==> config.mk <==
export PLATFORM = sky130hd
export DESIGN_NAME = uart_out_queue
export DESIGN_NICKNAME = d
export VERILOG_FILES = /design/src/rtl/uart_out_queue.sv
export SDC_FILE = /design/constraint.sdc
export NUM_CORES = 1
export LEC_CHECK = 0
export BUFFER_PORTS_ARGS = -buffer_cell sky130_fd_sc_hd__buf_2
export CORE_ASPECT_RATIO = 1.2
export CORE_MARGIN = 3
export CORE_UTILIZATION = 55
export CTS_CLUSTER_DIAMETER = 40
export DETAILED_ROUTE_END_ITERATION = 8
export HOLD_SLACK_MARGIN = 0.08
export PLACE_DENSITY = 0.74
export SLEW_MARGIN = 20
export SYNTH_ARGS = -nofsm -noshare
export SYNTH_HDL_FRONTEND = slang
export SYNTH_SLANG_ARGS = --single-unit
==> constraint.sdc <==
create_clock -name clk -period 4.09 [get_ports clk]
set_clock_uncertainty 0.1 [all_clocks]
set_input_delay 0 -clock clk [delete_from_list [all_inputs] [get_ports clk]]
set_output_delay 0 -clock clk [all_outputs]
set_load 0.01 [all_outputs]
==> src/rtl/uart_out_queue.sv <==
// uart_out_queue
//   Buffered byte serialiser between the execute stage and uart_tx. The core
//   pushes a word plus a byte count; entries are queued in a small RAM and
//   sent one byte at a time through the tx_start / tx_busy handshake, so the
//   core only stalls when the queue is full.
//
// Optional build macro:
//   UART_OUT_QUEUE_FLUSH_EN - adds input 'flush', which empties the queue and
//                             aborts the word being serialised.
//
// Ports:
//   clk          system clock
//   rstn         synchronous active-low reset
//   flush        (UART_OUT_QUEUE_FLUSH_EN only) discard queue and current word
//   push_valid   core offers an entry
//   push_ready   queue can accept an entry (~full)
//   push_data    word to transmit
//   push_nbytes  number of low-order bytes to send (0 or too large = all)
//   tx_data      byte to uart_tx
//   tx_start     one-cycle start pulse to uart_tx
//   tx_busy      uart_tx busy
//   level        occupied entries, 0..DEPTH
//   empty        level == 0
//   idle         queue empty and serialiser idle
module uart_out_queue #(
   parameter int DATA_W    = 32,
   parameter int DEPTH     = 16,
   parameter int MSB_FIRST = 0
) (
   input  logic                        clk,
   input  logic                        rstn,
`ifdef UART_OUT_QUEUE_FLUSH_EN
   input  logic                        flush,
`endif
   input  logic                        push_valid,
   output logic                        push_ready,
   input  logic [DATA_W-1:0]           push_data,
   input  logic [$clog2(DATA_W/8):0]   push_nbytes,
   output logic [7:0]                  tx_data,
   output logic                        tx_start,
   input  logic                        tx_busy,
   output logic [$clog2(DEPTH):0]      level,
   output logic                        empty,
   output logic                        idle
);

   localparam int NB = DATA_W / 8;
   localparam int CW = $clog2(NB) + 1;
   localparam int AW = $clog2(DEPTH);
   localparam int LW = AW + 1;
   localparam int EW = CW + DATA_W;

   localparam logic [CW-1:0] NB_C = CW'(NB);

   localparam logic [1:0] S_IDLE  = 2'd0;
   localparam logic [1:0] S_ARM   = 2'd1;
   localparam logic [1:0] S_GUARD = 2'd2;
   localparam logic [1:0] S_WAIT  = 2'd3;

   // Out-of-range byte counts mean "send the whole word".
   function automatic logic [CW-1:0] eff_nbytes(input logic [CW-1:0] n);
      if (n == '0 || n > NB_C) return NB_C;
      return n;
   endfunction

   // For MSB-first order, move the highest selected byte to the top of the
   // shift register so every step is a plain shift left by 8.
   function automatic logic [DATA_W-1:0] align_word(input logic [DATA_W-1:0] d,
                                                    input logic [CW-1:0]     n);
      if (MSB_FIRST != 0) return d << (8 * (NB - int'(n)));
      return d;
   endfunction

   function automatic logic [7:0] cur_byte(input logic [DATA_W-1:0] s);
      if (MSB_FIRST != 0) return s[DATA_W-1 -: 8];
      return s[7:0];
   endfunction

   function automatic logic [DATA_W-1:0] next_word(input logic [DATA_W-1:0] s);
      if (MSB_FIRST != 0) return s << 8;
      return s >> 8;
   endfunction

   logic [EW-1:0]     mem [DEPTH];
   logic [AW-1:0]     wr_ptr;
   logic [AW-1:0]     rd_ptr;
   logic [1:0]        state;
   logic [DATA_W-1:0] sh;
   logic [CW-1:0]     cnt;

   logic              flush_req;
   logic              full;
   logic              do_push;
   logic              do_pop;
   logic [EW-1:0]     head;
   logic [CW-1:0]     head_n;
   logic [DATA_W-1:0] head_d;

`ifdef UART_OUT_QUEUE_FLUSH_EN
   assign flush_req = flush;
`else
   assign flush_req = 1'b0;
`endif

   assign full       = (level == LW'(DEPTH));
   assign push_ready = ~full;
   assign empty      = (level == '0);
   assign idle       = empty && (state == S_IDLE);

   // Flush wins over a simultaneous push and suppresses the pop.
   assign do_push = push_valid && push_ready && !flush_req;
   assign do_pop  = (state == S_IDLE) && !empty && !flush_req;

   assign head   = mem[rd_ptr];
   assign head_n = head[EW-1 -: CW];
   assign head_d = head[DATA_W-1:0];

   // Storage: no reset on RAM contents.
   always_ff @(posedge clk) begin
      if (do_push) mem[wr_ptr] <= {eff_nbytes(push_nbytes), push_data};
   end

   // Serialiser data path: shift register and byte counter.
   always_ff @(posedge clk) begin
      if (do_pop) begin
         sh  <= align_word(head_d, head_n);
         cnt <= head_n;
      end else if (state == S_WAIT && !tx_busy) begin
         sh  <= next_word(sh);
         cnt <= cnt - CW'(1);
      end
   end

   // Queue pointers, level and serialiser FSM.
   always_ff @(posedge clk) begin
      if (!rstn) begin
         wr_ptr   <= '0;
         rd_ptr   <= '0;
         level    <= '0;
         state    <= S_IDLE;
         tx_start <= 1'b0;
         tx_data  <= '0;
      end else if (flush_req) begin
         wr_ptr   <= '0;
         rd_ptr   <= '0;
         level    <= '0;
         state    <= S_IDLE;
         tx_start <= 1'b0;
      end else begin
         tx_start <= 1'b0;
         if (do_push) wr_ptr <= wr_ptr + AW'(1);
         if (do_pop)  rd_ptr <= rd_ptr + AW'(1);
         case ({do_push, do_pop})
            2'b10:   level <= level + LW'(1);
            2'b01:   level <= level - LW'(1);
            default: level <= level;
         endcase

         case (state)
            S_IDLE: begin
               if (do_pop) state <= S_ARM;
            end
            S_ARM: begin
               if (!tx_busy) begin
                  tx_data  <= cur_byte(sh);
                  tx_start <= 1'b1;
                  state    <= S_GUARD;
               end
            end
            // uart_tx raises busy one cycle after tx_start; skip that cycle.
            S_GUARD: begin
               state <= S_WAIT;
            end
            S_WAIT: begin
               if (!tx_busy) state <= (cnt == CW'(1)) ? S_IDLE : S_ARM;
            end
            default: state <= S_IDLE;
         endcase
      end
   end

endmodule
==> key figures <==
Pwr
  – Comb power frac: 16.4%
  – Sw Share: 26.4%
  – P_sw: 0.00439 W
  – Clock power share: 35.8%
  – Total power: 0.0166 W
  – Pwr dens: 601 mW/mm^2
  – VDD IR-drop max: 0.438 mV
  – Seq pwr share: 47.8%
  – P_int: 0.0123 W
  – Leak: 8.74 nW

GRT
  – Largest net degree at the start of global routing: 53
  – Remaining Overflow, GRT: 0
  – Vias in the first global route: 12100
  – Overall global routing resource usage: 22.5%
  – Initial antenna violation count: 0
  – First-pass GRT wire length: 75.8 mm

Route
  – Routed wl met3: 3.51 mm
  – Routed wire length: 50.7 mm
  – Via/cell ratio: 6.22
  – ANT nets after route: 0
  – Via Count: 11600
  – DR WL/cell: 27.1 um
  – Pre-Repair DR Iteration Count: 5
  – Initial DRC count: 1009
  – DRC errors left: 0
  – Routed length on met1: 19.4 mm
  – Met2 wire length: 25.9 mm
  – DR top layer: met4

Critical path
  – Crit-path slowest cell: nor4_1
  – Critical path cell sequence: nor4_1 > a21boi_1 > inv_1 > ha_1 > xor2_1 > ha_1 > a21oi_1 > xor2_1 > or3_1 > a21oi_1
  – Critical path's top delay family: simple AND/OR/NAND/NOR gates
  – Stages on the worst setup path: 10
  – R2R Setup Slk: 0.97 ns
  – Worst path max stage delay: 0.57 ns
  – Endpoint class of the critical path: flop
  – Buf/Inv on CP: 1
  – CP Class: flop to flop
  – Crit Path Max Fanout: 10
  – Reg2reg path depth: 10
  – Crit path required time: 4.48 ns
  – Arrival @ worst endpoint: 3.51 ns
  – Element type at the critical path start: flop

Layout
  – Post-layout util: 64.6%
  – Layout cells sized above 1: 29.5%
  – Nets: 1322
  – Layout area overhead: 15.7%
  – Fillers: 2731
  – N_diodes: 0
  – Final Non-Filler Cells: 1869

Die
  – Die Y: 235 um
  – Io pins: 56
  – Starting Density: 55.8%
  – Die area: 0.0461 sq mm
  – Die width: 196 um
  – Core box area: 0.0429 sq mm
  – Row count: 83

Timing
  – Max frequency: 321 MHz
  – Tcrit/Tclk final: 76.2%
  – Fin. Hold Viols: 0
  – RSZ-0062 raised after global routing: false
  – Post-layout min period: 3.12 ns
  – Final setup fails: 0
  – Worst slew pin tran: 1.03 ns
  – Hold WS: 0.173 ns
  – Relative slew slack: 31.3%
  – Fin Setup TNS: 0 ns
  – Slew Viols, Final: 0

Synth
  – Synth async-reset ratio: 0%
  – Syn Inst Count: 1125
  – Cell variety after synth: 42
  – Synth Area per Inst: 21.3 sq um
  – Register area share after synthesis: 77.0%
  – Cell Area, Synth: 0.0239 sq mm
  – Syn Nets: 1179
  – Post-synthesis register bit count: 623
  – Most used DFF post-synth: edfxtp_1
  – Synth Warn #: 0
  – Number of synthesized flops with an enable pin: 595

Clock network
  – TritonCTS Buffers: 67
  – Post-CTS Setup Inserts: 0
  – Clock Sinks: 623
  – Clock-pin slew on the worst setup and hold paths: 0.06 ns
  – Post-cts sizing count: 0
  – Hold_buf cts: 40
  – Root Driver: clkbuf_16
  – Longest Clk Path Bufs: 3
  – Worst-Skew Late Latency: 0.58 ns
  – CTS tree: done
  – Max H-tree Level: 3

Worst hold path
  – WHS Path Cells: 4
  – Worst min path class: input pin to flop

Flow run
  – MaxCap Viol Count: 0

Placement
  – Buffers on Ports: 55
  – Routability congestion estimate: 0.797
  – DP HPWL: 28.6 mm
  – Placed cells: 1711

Run status
  – Result of the run: finished clean
[final timing paths]
kind                              endpoint  startpoint
worst max register to register    level[2]    level[1]
worst min register to register  tx_data[2]  tx_data[2]
worst max-delay path              level[2]    level[1]
worst min-delay path              level[4]        rstn
[power groups by stage]
stage	Clock [W]	Sequential, W	Combinational (W)
6_report	0.00596	0.00796	0.00272
5_1_grt	0.00631	0.00799	0.00293
4_1_cts	0.00606	0.00796	0.00274
3_5_place_dp	0	0.00808	0.00268
3_3_place_gp	0	0.00808	0.00261
2_1_floorplan	0	0.00789	0.00197
[cells in the mapped netlist (2+ instances only)]
| cell type | n | share of area (%) |
|---|---|---|
| nor4_1 | 2 | 0.052 |
| mux4_2 | 140 | 13 |
| xor2_1 | 6 | 0.22 |
| a31oi_1 | 3 | 0.078 |
| edfxtp_1 | 595 | 75 |
| a211oi_1 | 20 | 0.63 |
| a21oi_1 | 38 | 0.79 |
| o21ai_0 | 6 | 0.13 |
| nand2b_1 | 6 | 0.16 |
| buf_1 | 3 | 0.047 |
| or3_1 | 2 | 0.052 |
| inv_1 | 14 | 0.22 |
| a21o_1 | 2 | 0.063 |
| buf_2 | 20 | 0.42 |
| and3_1 | 2 | 0.052 |
| mux2i_1 | 14 | 0.59 |
| o211ai_1 | 3 | 0.094 |
| or2_2 | 2 | 0.052 |
| xnor2_1 | 3 | 0.11 |
| mux2_2 | 25 | 1.2 |
| nand3_1 | 3 | 0.063 |
| buf_6 | 6 | 0.28 |
| dfxtp_1 | 28 | 2.3 |
| nor2b_1 | 14 | 0.37 |
| buf_4 | 11 | 0.35 |
| nor3_1 | 5 | 0.10 |
| o22ai_1 | 50 | 1.3 |
| ha_1 | 15 | 0.78 |
| nor2_1 | 24 | 0.38 |
| clkbuf_1 | 24 | 0.38 |
| nand2_1 | 28 | 0.44 |
[state kept, by name, indices dropped and copies added, names as in the netlist, named ones only]
name,cells
mem,560
sh,32
tx_data,8
level,5
rd_ptr,4
wr_ptr,4
cnt,3
state,2
tx_start,1
[routing by layer]
metal,up-vias,global-route usage (%)
met5,-,0
met4,0,10.2
met3,104,3.72
met2,498,37.7
met1,6048,29.5
li1,4977,-
[kinds of logic (layout without fill, tap and decap cells)]
family / count (synthesis) / in the layout / synth area share (%)
AO/OA/AOI/OAI: 129 / 129 / 3.42
XOR/XNOR: 9 / 9 / 0.329
adder cells (fa/ha/maj): 15 / 15 / 0.784
buffers and inverters: 79 / 271 / 1.70
flip-flops: 623 / 623 / 77.0
multiplexers: 179 / 179 / 14.9
AND/OR/NAND/NOR: 91 / 91 / 1.84
[layout by cell type (no fill, tap or decap), types with 9 or more instances in the layout]
| cell type | synthesis | final |
|---|---|---|
| ha_1 | 15 | 15 |
| dfxtp_1 | 28 | 24 |
| buf_2 | 20 | 55 |
| clkinv_2 | 0 | 9 |
| nor2_1 | 24 | 12 |
| nor2b_1 | 14 | 14 |
| a211oi_1 | 20 | 20 |
| o22ai_1 | 50 | 50 |
| nand2_1 | 28 | 28 |
| dlygate4sd3_1 | 0 | 40 |
| mux2_2 | 25 | 25 |
| a21oi_1 | 38 | 38 |
| mux2i_1 | 14 | 14 |
| mux4_2 | 140 | 140 |
| edfxtp_1 | 595 | 595 |
| nor2_4 | 0 | 12 |
| inv_1 | 14 | 14 |
| clkinv_1 | 0 | 12 |
| clkbuf_16 | 0 | 71 |
| buf_4 | 11 | 36 |
[metrics by stage]
step	cell area, sq um	setup WS [ns]
final	27700	0.973
after global routing	27700	0.737
after CTS	27700	1.01
after detailed placement	25100	1.03
after global placement	25100	1.16
after floorplan	24000	0.161
[worst min-delay path, delay by kind of cell]
kind                   cells  cell delay, ns
and+or+nand+nor            1            0.06
muxes                      1            0.06
buffers and inverters      2            0.67
[area by class of cell]
class	count	area, sq um	share of cell area (%)
Multi-Input combinational cell	423	5240	18.9
Inverter	15	56.3	0.203
Clock inverter	40	384	1.39
Sequential cell	623	18400	66.6
Clock buffer	78	1800	6.51
Timing Repair Buffer	138	1090	3.92
Tap cell	552	691	2.49
Power figures use the tool's default switching activity.
